<file path="config.mk">
export PLATFORM = sky130hd
export DESIGN_NAME = ch9329_hid_transmitter_flat
export DESIGN_NICKNAME = d
export VERILOG_FILES = /design/src/rtl/ch9329_hid_transmitter_if.sv /design/src/rtl/ch9329_hid_transmitter.sv /design/src/flat_wrapper.sv
export SDC_FILE = /design/constraint.sdc
export NUM_CORES = 1
export LEC_CHECK = 0
export CAP_MARGIN = 40
export CORE_MARGIN = 2
export CORE_UTILIZATION = 40
export CTS_CLUSTER_SIZE = 30
export DETAILED_ROUTE_END_ITERATION = 12
export DONT_BUFFER_PORTS = 1
export GPL_TIMING_DRIVEN = 0
export PLACE_DENSITY = 0.54
export SLEW_MARGIN = 20
export SYNTH_ARGS = -nofsm -noshare
export SYNTH_HDL_FRONTEND = slang
export SYNTH_SLANG_ARGS = --single-unit
export TNS_END_PERCENT = 30
</file>
<file path="constraint.sdc">
create_clock -name clk -period 9.71 [get_ports clk]
set_input_delay 2.913 -clock clk [delete_from_list [all_inputs] [get_ports clk]]
set_output_delay 2.913 -clock clk [all_outputs]
set_load 0.03 [all_outputs]
</file>
<file path="src/rtl/ch9329_hid_transmitter_if.sv">
// Handshake and data bundle between a key-scan producer and the CH9329 keyboard frame transmitter.
interface ch9329_hid_transmitter_if;
  logic        start;
  logic [7:0]  modifier;
  logic [47:0] keycodes;
  logic        tx;
  logic        busy;
  logic        done;

  modport master (output start, output modifier, output keycodes,
                  input  tx,    input  busy,     input  done);
  modport slave  (input  start, input  modifier, input  keycodes,
                  output tx,    output busy,     output done);
endinterface

</file>
<file path="src/rtl/ch9329_hid_transmitter.sv">
// Sends one 14-byte CH9329 "keyboard general data" frame as UART 8N1, with the
// checksum accumulated as each byte is loaded into the shifter.
module ch9329_hid_transmitter #(
  parameter int SYS_FREQ = 12_090_000,
  parameter int BAUD     = 9600
) (
  input  logic                      clk,
  input  logic                      rst_n,
  ch9329_hid_transmitter_if.slave   bus
);

  localparam int CLKS_PER_BIT = SYS_FREQ / BAUD;
  localparam int CNT_W        = $clog2(CLKS_PER_BIT);
  localparam logic [CNT_W-1:0] CNT_LAST = CNT_W'(CLKS_PER_BIT - 1);

  typedef enum logic [1:0] {S_IDLE, S_START, S_DATA, S_STOP} state_t;

  state_t           state_q, state_d;
  logic [CNT_W-1:0] cnt_q, cnt_d;
  logic [2:0]       bit_idx_q, bit_idx_d;
  logic [3:0]       byte_idx_q, byte_idx_d;
  logic [7:0]       shift_q, shift_d;
  logic [7:0]       sum_q, sum_d;
  logic [55:0]      hold_q, hold_d;
  logic             tx_q, tx_d;
  logic             busy_q, busy_d;
  logic             done_q, done_d;
  logic [7:0]       next_byte_s;

  // Frame bytes 0..12; hold = {key5..key0, modifier}. The SUM byte is taken from sum_q.
  function automatic logic [7:0] frame_byte(input logic [3:0] idx, input logic [55:0] hold);
    case (idx)
      4'd0:    frame_byte = 8'h57;
      4'd1:    frame_byte = 8'hAB;
      4'd2:    frame_byte = 8'h00;
      4'd3:    frame_byte = 8'h02;
      4'd4:    frame_byte = 8'h08;
      4'd5:    frame_byte = hold[7:0];
      4'd6:    frame_byte = 8'h00;
      4'd7:    frame_byte = hold[15:8];
      4'd8:    frame_byte = hold[23:16];
      4'd9:    frame_byte = hold[31:24];
      4'd10:   frame_byte = hold[39:32];
      4'd11:   frame_byte = hold[47:40];
      4'd12:   frame_byte = hold[55:48];
      default: frame_byte = 8'h00;
    endcase
  endfunction

  assign next_byte_s = frame_byte(byte_idx_q + 4'd1, hold_q);

  // Next-state logic for the framer and the UART bit sequencer.
  always_comb begin
    state_d    = state_q;
    cnt_d      = cnt_q;
    bit_idx_d  = bit_idx_q;
    byte_idx_d = byte_idx_q;
    shift_d    = shift_q;
    sum_d      = sum_q;
    hold_d     = hold_q;
    tx_d       = tx_q;
    busy_d     = busy_q;
    done_d     = 1'b0;
    case (state_q)
      S_IDLE: begin
        tx_d   = 1'b1;
        busy_d = 1'b0;
        if (bus.start) begin
          state_d    = S_START;
          tx_d       = 1'b0;
          busy_d     = 1'b1;
          cnt_d      = '0;
          bit_idx_d  = 3'd0;
          byte_idx_d = 4'd0;
          hold_d     = {bus.keycodes, bus.modifier};
          shift_d    = 8'h57;
          sum_d      = 8'h57;
        end else begin
          state_d = S_IDLE;
        end
      end
      S_START: begin
        if (cnt_q == CNT_LAST) begin
          cnt_d     = '0;
          bit_idx_d = 3'd0;
          state_d   = S_DATA;
          tx_d      = shift_q[0];
        end else begin
          cnt_d = cnt_q + CNT_W'(1);
        end
      end
      S_DATA: begin
        if (cnt_q == CNT_LAST) begin
          cnt_d = '0;
          if (bit_idx_q == 3'd7) begin
            state_d = S_STOP;
            tx_d    = 1'b1;
          end else begin
            bit_idx_d = bit_idx_q + 3'd1;
            shift_d   = {1'b0, shift_q[7:1]};
            tx_d      = shift_q[1];
          end
        end else begin
          cnt_d = cnt_q + CNT_W'(1);
        end
      end
      S_STOP: begin
        if (cnt_q == CNT_LAST) begin
          cnt_d = '0;
          if (byte_idx_q < 4'd13) begin
            byte_idx_d = byte_idx_q + 4'd1;
            state_d    = S_START;
            tx_d       = 1'b0;
            // Byte 13 is the checksum itself; bytes 1..12 feed the running sum.
            if (byte_idx_q == 4'd12) begin
              shift_d = sum_q;
            end else begin
              shift_d = next_byte_s;
              sum_d   = sum_q + next_byte_s;
            end
          end else begin
            state_d = S_IDLE;
            tx_d    = 1'b1;
            busy_d  = 1'b0;
            done_d  = 1'b1;
          end
        end else begin
          cnt_d = cnt_q + CNT_W'(1);
        end
      end
      default: begin
        state_d = S_IDLE;
        tx_d    = 1'b1;
        busy_d  = 1'b0;
      end
    endcase
  end

  // State and registered outputs.
  always_ff @(posedge clk or negedge rst_n) begin
    if (!rst_n) begin
      state_q    <= S_IDLE;
      cnt_q      <= '0;
      bit_idx_q  <= 3'd0;
      byte_idx_q <= 4'd0;
      shift_q    <= 8'h00;
      sum_q      <= 8'h00;
      hold_q     <= 56'h0;
      tx_q       <= 1'b1;
      busy_q     <= 1'b0;
      done_q     <= 1'b0;
    end else begin
      state_q    <= state_d;
      cnt_q      <= cnt_d;
      bit_idx_q  <= bit_idx_d;
      byte_idx_q <= byte_idx_d;
      shift_q    <= shift_d;
      sum_q      <= sum_d;
      hold_q     <= hold_d;
      tx_q       <= tx_d;
      busy_q     <= busy_d;
      done_q     <= done_d;
    end
  end

  assign bus.tx   = tx_q;
  assign bus.busy = busy_q;
  assign bus.done = done_q;

endmodule
</file>
<file path="src/flat_wrapper.sv">
// flat-port wrapper written by rule: the top's interface ports become plain ports
module ch9329_hid_transmitter_flat 
#(
  parameter int SYS_FREQ = 12_090_000,
  parameter int BAUD     = 9600
)
  (clk, rst_n, bus_start, bus_modifier, bus_keycodes, bus_tx, bus_busy, bus_done);
  ch9329_hid_transmitter_if bus_i ();
  input  logic clk;
  input  logic rst_n;
  input wire logic [$bits(bus_i.start)-1:0] bus_start;
  input wire logic [$bits(bus_i.modifier)-1:0] bus_modifier;
  input wire logic [$bits(bus_i.keycodes)-1:0] bus_keycodes;
  output wire logic [$bits(bus_i.tx)-1:0] bus_tx;
  output wire logic [$bits(bus_i.busy)-1:0] bus_busy;
  output wire logic [$bits(bus_i.done)-1:0] bus_done;
  assign bus_i.start = bus_start;
  assign bus_i.modifier = bus_modifier;
  assign bus_i.keycodes = bus_keycodes;
  assign bus_tx = bus_i.tx;
  assign bus_busy = bus_i.busy;
  assign bus_done = bus_i.done;
  ch9329_hid_transmitter #(.SYS_FREQ(SYS_FREQ), .BAUD(BAUD)) u_core (.clk(clk), .rst_n(rst_n), .bus(bus_i));
endmodule
</file>
==> flow_summary.yaml, run 1 <==
run_status:
  status: "finished clean"
power_and_ir_drop:
  p_clk_frac: 0.503
  ir_drop_mv: 0.122
  p_seq_frac: 0.496
  combPwrFrac: 0
  p_per_area_mw_per_mm2: 139
  switching_share: 0.215
  cellInternalPower_uw: 625
  power_leakage_nw: 2.71
  p_total_uw: 797
  p_switching_uw: 171
floorplanning:
  die_h_um: 118
  dieArea_mm2: 0.0138
  core-area_mm2: 0.0126
  start_util: 0.409
  die_w_um: 118
  ios: 62
  rows: 41
routing:
  routed_wl_mm: 12.6
  drc_errors: 0
  wire_per_inst_um: 18.6
  vias: 3770
  vias_per_cell: 5.58
  drtPass1Iterations: 4
  drtIter0Drc: 164
  antenna_left: 0
flow_run:
  drv_cap: 0
setup_path:
  worstPathArrival_ns: 4.52
  r2r-start: "u_core.byte_idx_q[0]"
  worstSetupEndpoint: "u_core.hold_q[15]"
  regToRegEndpoint: "u_core.sum_q[6]"
  crit_top_cell: "clkbuf_1"
  critPathBufInv: 2
  cp.required_ns: 9.95
  critPathLaunchType: "primary input"
  crit_slowest_cell: "clkbuf_1"
  cp_top_family: "buffers and inverters"
  ff2ff_path_depth: 17
  crit_path_end_kind: "flip-flop"
  startpoint: "bus_start"
  setup.worst_path.class: "in -> reg"
  r2r_slack_ns: 5.99
  critPathMaxFanout: 10
  cp_slowest_stage_delay_ns: 0.66
  cp.depth: 4
  crit_chain: "nand2_1 -> clkbuf_1 -> clkbuf_1 -> mux2_2"
cells_and_area:
  regArea_mm2: 0.00238
  drive_gt1_frac: 0.190
  antennaDiodeCount: 0
  n_fill_cell: 1272
  area_growth_pct: 10.7
  multi_input_area_mm2: 0.00261
  nNetsFinal: 581
logic_synthesis:
  ys_async_sr_fraction: 1.00
  synth-main-ff-cell: "dfrtp_1"
  synth_top_area_frac: 0.455
  yosys_register_bits: 95
  synth_edf_count: 0
  synthSimpleGateAreaFrac: 0.133
  synth_adder_area_share: 0.0571
  synth_compound_area_frac: 0.157
  synthMuxAreaShare: 0.130
  synth.avg_cell_area_um2: 10.6
  synth_cells: 487
  synth_top_family_by_area: "compound AO/OA/AOI/OAI gates"
  ys_types: 67
  yosys-top-cells-count: "94 x dfrtp_1, 57 x mux2_2, 45 x nor2_1"
  synth_warnings: 0
  ys_seq_area_frac: 0.460
  syn_nets: 569
  synth_top_cell_by_area: "dfrtp_1"
  synth_xor_area_frac: 0.0271
  syn_area_mm2: 0.00517
  netlist_top_cells_area: "dfrtp_1 46%, mux2_2 12%, ha_1 5.3%"
  synth.most_common_cell: "dfrtp_1"
placed_design:
  hpwl_mm: 8.96
  gp_congestion: 0.842
  io_buffers: 0
timing:
  rsz0062_at_grt: "no"
  min_period_ns: 4.27
  finalCritPeriodShare: 0.440
  skew_ns: 0.0115
  setup_violations: 0
  fin_tns_setup_ns: 0
  maxSlewHeadroom: 0.473
  hold_viol: 0
  worst_pin_slew_ns: 0.791
  maxSlewViolCount: 0
  fmax_ghz: 0.234
grt:
  grt_usage: 0.192
  grt_pass1_wl_mm: 20.8
  grt_antenna_before_repair: 0
  first_global_vias: 3934
  grt_start_max_net_pins: 96
  grt_overflow: 0
clock_network:
  clock_sinks: 95
  clockBufferDepth: 2
  cts_buffers: 9
  cts.reportedPaths.clkPinSlew_ns: 0.08
  clock_latency_ns: 0.37
  post_cts_buffers: 0
  cts_resized: 0
  cts_hold_buf: 0
  cts-root-buf: "clkbuf_16"
  cts_tree: "built"
  cts_htree_levels: 3
min_path:
  hp-class: "reg -> reg"
  min_from: "u_core.bit_idx_q[2]"
  hold_path_depth: 2
-- power groups by stage --
stage	Combinational, mW	Clock, mW	Sequential [mW]
after detailed placement	0.000347	0	0.403
after global routing	0.000347	0.425	0.395
after CTS	0.000347	0.406	0.395
after global placement	0.000347	0	0.403
after floorplan	0.000347	0	0.403
final	0.000347	0.401	0.395
-- worst min-delay path by stage --
stage                               end  slack (ns)
floorplan             u_core.shift_q[7]        0.45
global placement    u_core.bit_idx_q[2]        0.47
detailed placement    u_core.shift_q[7]        0.47
CTS                   u_core.shift_q[7]        0.49
global route           u_core.hold_q[5]        0.52
finish              u_core.bit_idx_q[2]        0.49
-- state kept, by name, summed over array words and instances, names as in the netlist, 2 cells and up --
signal and cells:
u_core.byte_idx_q 4, u_core.bit_idx_q 3, u_core.state_q 2, u_core.shift_q 8
u_core.hold_q 56, u_core.cnt_q 11, u_core.sum_q 8
-- layout make-up --
cell class,count,share of cell area
repair buffers,1,0.00197
multi-input cells,351,0.456
inverters,16,0.0105
clock buffers,9,0.0394
plain buffers,25,0.0212
flip-flops and latches,95,0.416
well taps,172,0.0376
clock inverters,7,0.0179
-- kinds of logic (layout without fill, tap and decap cells) --
kind of cell,Yosys count,count (layout)
mux,60,60
xor+xnor,16,16
fa+ha+maj,23,23
flops,95,95
simple gates,142,142
buf+inv,41,58
compound gates,110,110
-- routing by layer --
metal | routed length, um | vias up | GRT usage
met1 | 5670 | 1881 | 0.242
met5 | 0 | - | 0
met3 | 648 | 18 | 0.0509
li1 | - | 1792 | -
met4 | 271 | 0 | 0.0813
met2 | 5970 | 79 | 0.310
-- layout by cell type (no fill, tap or decap), drive strengths merged, types with 3 or more instances in the layout --
cell    Yosys  routed
a211o       6       6
dfrtp      94      94
mux2       57      57
nand2b      5       5
nor3        5       5
o31ai       4       4
nand3      10      10
buf         9      10
a222oi      4       4
and2        9       9
o21a        5       5
o21ai      18      18
nor3b       4       4
xnor2       9       9
nand2      39      39
o22a        5       5
a221oi      7       7
o22ai       6       6
and3        3       3
inv        16      19
ha         22      22
a22oi      11      11
mux2i       3       3
clkbuf     16      25
a21oi      22      22
nand4       6       6
nor2       46      46
nand3b      3       3
xor2        7       7
-- metrics by stage --
| stage | instance area, um^2 | utilization | cells | setup slack [ns] | hold WS (ns) |
|---|---|---|---|---|---|
| final | 5720 | 0.453 | 676 | 5.44 | 0.490 |
| after global routing | 5720 | 0.453 | 676 | 5.34 | 0.524 |
| after CTS | 5710 | 0.453 | 675 | 5.42 | 0.491 |
| after detailed placement | 5380 | 0.427 | 659 | 5.04 | 0.475 |
| after global placement | 5380 | 0.427 | 659 | 5.04 | 0.469 |
| after floorplan | 5170 | - | 487 | 5.56 | 0.450 |
-- worst register-to-register path, cell delays in order, from the launching register on --
cell and delay (ns):
dfrtp_1 0.41, buf_4 0.19, inv_1 0.09, ha_1 0.20, clkbuf_1 0.23, nor2b_1 0.22, a21o_2 0.19, a22o_1 0.20
a221oi_1 0.28, nand3_1 0.24, fa_1 0.49, a21oi_1 0.16, nor2_1 0.06, nor2_1 0.16, o21bai_1 0.09, a21oi_1 0.18
xnor2_1 0.09, o22a_1 0.17
Note: power is estimated with default switching activity, not from simulation.
==> run 2: changes to the inputs <==
PLACE_DENSITY = 0.56   (was 0.54)
clock period = 3.7 ns   (was 9.71 ns; I/O delays follow)
==> flow_summary.yaml, run 2 (synthesis gave the netlist of run 1 again) <==
placed_design:
  io_buffers: 0
  dp_slack_ns: -0.0299
  gp_congestion: 0.836
  hpwl_mm: 8.99
  place_inst: 659
clock_network:
  clockBufferDepth: 2
  clock_latency_ns: 0.35
  cts-root-buf: "clkbuf_16"
  cts_htree_levels: 3
  cts_hold_buf: 0
  cts.reportedPaths.clkPinSlew_ns: 0.07
  cts_tree: "built"
  cts_buffers: 9
  clock_sinks: 95
grt:
  grt_use_met3: 0.0552
  grt_overflow: 0
  grt_antenna_before_repair: 1
  first_global_vias: 3922
  grt_start_max_net_pins: 96
  grt_usage: 0.185
  grt-busiest-layer: "met2"
  grt_pass1_wl_mm: 20.4
  grt.met1_usage: 0.241
  grt.met2_usage: 0.297
setup_path:
  critPathLaunchType: "flip-flop"
  worstPathArrival_ns: 3.76
  setup.worst_path.class: "reg -> reg"
  cp.required_ns: 3.91
  critPathMaxFanout: 10
  crit_path_end_kind: "flip-flop"
  r2r-start: "u_core.byte_idx_q[3]"
  startpoint: "u_core.byte_idx_q[3]"
power_and_ir_drop:
  power_leakage_nw: 2.73
  p_total_mw: 1.99
  ir_drop_mv: 0.217
  p_per_area_mw_per_mm2: 344
routing:
  routed_wl_mm: 12.2
  vias_per_cell: 5.53
  drtPass1Iterations: 4
  antenna_left: 0
  vias: 3750
  drtIter0Drc: 206
  wire_per_inst_um: 18.0
  drc_errors: 0
floorplanning:
  die_h_um: 118
  core-area_mm2: 0.0126
  rows: 41
  ios: 62
  dieArea_mm2: 0.0138
  die_w_um: 118
  start_util: 0.409
flow_run:
  drv_cap: 0
timing:
  worst_pin_slew_ns: 0.798
  fmax_ghz: 0.282
  maxSlewHeadroom: 0.468
  min_period_ns: 3.55
  skew_ns: 0.00749
  hold_ws_ns: 0.449
  fin_tns_setup_ns: 0
  setup_violations: 0
  setup_ws_ns: 0.149
  hold_viol: 0
  maxSlewViolCount: 0
  finalCritPeriodShare: 0.960
  rsz0062_at_grt: "yes"
cells_and_area:
  drive_gt1_frac: 0.215
  nNetsFinal: 583
  largest-register: "u_core.hold_q"
  fin_cells: 678
  antennaDiodeCount: 0
  area_growth_pct: 11.8
  final_common_cell: "dfrtp_1"
  mostFrequentLayoutCells: "94 x dfrtp_1, 57 x mux2_2, 44 x nor2_1"
  top_regs: "u_core.hold_q (56), u_core.cnt_q (11)"
  largest_register_ffs: 56
min_path:
  hp-class: "in -> async"
run_status:
  status: "finished clean"
## run 2: critical path, stage by stage (launching register included)
cell and delay (ns):
dfrtp_1 0.44, buf_4 0.19, buf_2 0.20, and2_1 0.22, a21oi_4 0.22, o22ai_1 0.12
a222oi_1 0.43, nand3_1 0.27, ha_4 0.35, and3_1 0.15, a21oi_1 0.05, a31oi_1 0.30
xnor2_1 0.18, mux2i_1 0.20, o21ai_1 0.08
## run 2: final timing paths
path                       cells after the start             endpoint  slack [ns]
max                                           14      u_core.sum_q[7]        0.15
min                                            0      u_core.cnt_q[4]        0.45
max reg2reg                                   14      u_core.sum_q[7]        0.15
min reg2reg                                    2  u_core.bit_idx_q[2]        0.49
max in group asynchronous                      0  u_core.bit_idx_q[2]        3.05
min in group clk                               2  u_core.bit_idx_q[2]        0.49
## run 2: repair_timing
action | 4_1_cts | 5_1_grt
pin swaps | 1 | 7
endpoints found under the hold margin | 0 | 0
endpoints found under the setup margin | 2 | 2
resized for setup | 0 | 12
buffers inserted | 1 | 3
## run 2: area by class of cell
type | count | area (um^2)
tap | 172 | 215
fill | 1248 | 6840
clock inverter | 7 | 81.3
multi-input combinational | 351 | 2670
sequential | 95 | 2380
clock buffer | 9 | 225
inverter | 16 | 60.1
buffer | 24 | 120
timing repair buffer | 4 | 30.0
## run 2: metrics by stage
| stage | util | instance area, um^2 |
|---|---|---|
| finish | 0.458 | 5780 |
| CTS | 0.451 | 5690 |
| detailed placement | 0.427 | 5380 |
| floorplan | - | 5170 |
| global placement | 0.427 | 5380 |
| global route | 0.458 | 5780 |
## run 2: power by group
part / leakage (nW) / total (mW) / switching (mW) / internal, mW
combinational: 1.31 / 0.000908 / 0 / 0.000907
sequential: 1.27 / 1.04 / 0 / 1.04
clock: 0.152 / 0.950 / 0.463 / 0.487
## run 2: routing by layer
metal	part of all wire	up-vias
met4	0.016	2
met3	0.059	15
met1	0.45	1840
li1	-	1803
met2	0.48	90
met5	0.0011	-
==> run 3: changes to the inputs <==
CAP_MARGIN = 25   (was 40)
PLACE_DENSITY = 0.61   (was 0.56)
SLEW_MARGIN = not set   (was 20)
==> flow_summary.yaml, run 3 (synthesis gave the netlist of run 1 again) <==
cells_and_area:
  area_growth_pct: 11.2
  nNetsFinal: 582
  mostFrequentLayoutCells: "94 x dfrtp_1, 57 x mux2_2, 44 x nor2_1"
  post-route-cell-area_mm2: 0.00574
  final_common_cell: "dfrtp_1"
  n_fill_cell: 1232
  multi_input_area_mm2: 0.00265
  regArea_mm2: 0.00238
  drive_gt1_frac: 0.210
  largest_register_ffs: 56
  fin_cells: 677
  largest-register: "u_core.hold_q"
  top_regs: "u_core.hold_q (56), u_core.cnt_q (11)"
  antennaDiodeCount: 0
timing:
  fin_tns_setup_ns: 0
  finalCritPeriodShare: 0.951
  fmax_ghz: 0.284
  maxSlewViolCount: 0
  setup_violations: 0
  min_period_ns: 3.52
  setup_ws_ns: 0.180
  maxSlewHeadroom: 0.497
  skew_ns: 0.00760
  worst_pin_slew_ns: 0.755
  hold_viol: 0
power_and_ir_drop:
  p_seq_frac: 0.523
  switching_share: 0.227
  p_switching_uw: 450
  power_leakage_nw: 2.72
  ir_drop_mv: 0.301
  p_per_area_mw_per_mm2: 345
  p_clk_frac: 0.476
  combPwrFrac: 0
  cellInternalPower_mw: 1.53
  p_total_mw: 1.98
routing:
  vias_per_cell: 5.62
  drtIter0Drc: 255
  antenna_left: 0
  highest_layer: "met5"
  drt-met1-wl_mm: 5.48
  wire_per_inst_um: 18.2
  routed_wl_mm: 12.3
  wl_met3_um: 792
  drc_errors: 0
  drtPass1Iterations: 5
  met2_length_mm: 5.70
  vias: 3806
flow_run:
  drv_cap: 0
min_path:
  hp-class: "in -> async"
clock_network:
  clock_sinks: 95
  clockBufferDepth: 2
  cts-root-buf: "clkbuf_16"
  cts.reportedPaths.clkPinSlew_ns: 0.07
  cts_buffers: 9
  clock_latency_ns: 0.36
  cts_htree_levels: 3
  cts_tree: "built"
  cts_hold_buf: 0
grt:
  grt_start_max_net_pins: 96
  grt_antenna_before_repair: 2
  first_global_vias: 3932
  grt_overflow: 0
  grt_pass1_wl_mm: 20.4
  grt_usage: 0.186
setup_path:
  critPathBufInv: 1
  startpoint: "u_core.byte_idx_q[0]"
  critPathMaxFanout: 10
  crit_path_end_kind: "flip-flop"
  critPathLaunchType: "flip-flop"
  cp_top_family: "compound AO/OA/AOI/OAI gates"
  crit_chain: "ha_1 -> buf_2 -> and3_1 -> o21a_4 -> a222oi_1 -> nand3_1 -> ha_1 -> fa_1 -> a21oi_1 -> nor2_1 -> nor2_2 -> o21bai_1 -> a21oi_1 -> xnor2_1 -> o22a_1"
  cp.required_ns: 3.95
  crit_slowest_cell: "dfrtp_1"
  r2r-start: "u_core.byte_idx_q[0]"
  worstPathArrival_ns: 3.77
  cp_slowest_stage_delay_ns: 0.42
  setup.worst_path.class: "reg -> reg"
floorplanning:
  rows: 41
  die_w_um: 118
  die_h_um: 118
  core-area_mm2: 0.0126
  dieArea_mm2: 0.0138
  ios: 62
  start_util: 0.409
placed_design:
  place_inst: 659
  io_buffers: 0
  placed_area_mm2: 0.00538
  dp_slack_ns: -0.0393
  gp_congestion: 0.860
  hpwl_mm: 8.94
run_status:
  status: "finished clean"
## run 3: power groups by stage
stage,Sequential [mW],Combinational [mW],Clock [mW]
after global placement,1.06,0.000908,0
final,1.04,0.000908,0.944
after CTS,1.04,0.000908,0.960
after global routing,1.04,0.000908,1.00
after floorplan,1.06,0.000908,0
after detailed placement,1.06,0.000908,0
## run 3: worst reg2reg max path, stage by stage (launching register included)
cell	delay [ns]
dfrtp_1	0.42
ha_1	0.25
buf_2	0.20
and3_1	0.22
o21a_4	0.28
a222oi_1	0.37
nand3_1	0.19
ha_1	0.24
fa_1	0.42
a21oi_1	0.14
nor2_1	0.06
nor2_2	0.11
o21bai_1	0.08
a21oi_1	0.18
xnor2_1	0.08
o22a_1	0.17
## run 3: timing repair
item                                    4_1_cts  5_1_grt
buffers inserted                              1        2
pin swaps                                     1        4
endpoints found under the setup margin        2        2
gates resized for setup                       1        9
## run 3: per-layer routing
layer  vias to the layer above  track usage
met1                      1880        0.235
li1                       1800            -
met4                         2       0.0836
met5                         -            0
met3                        26       0.0572
met2                        98        0.294
## run 3: final timing paths
| path | to | slack [ns] | cells past startpoint |
|---|---|---|---|
| worst max register to register | u_core.sum_q[6] | 0.18 | 15 |
| worst max-delay path | u_core.sum_q[6] | 0.18 | 15 |
| min in group clk | u_core.bit_idx_q[1] | 0.49 | 2 |
| worst min-delay path | u_core.cnt_q[4] | 0.44 | 0 |
| max in group asynchronous | u_core.shift_q[0] | 3.06 | 0 |
| worst min register to register | u_core.bit_idx_q[1] | 0.49 | 2 |
## run 3: through the flow
stage | util | hold WS [ns]
floorplan | - | 0.450
global placement | 0.427 | 0.468
detailed placement | 0.427 | 0.482
CTS | 0.451 | 0.430
global route | 0.455 | 0.424
finish | 0.455 | 0.439
## run 3: area by class of cell
type                    instances  share of cell area
clock buffers                  10              0.0416
repair buffers                  3             0.00392
multi-input cells             351               0.462
inverters                      16              0.0105
flip-flops and latches         95               0.414
clock inverters                 6              0.0100
plain buffers                  24              0.0205
well taps                     172              0.0375
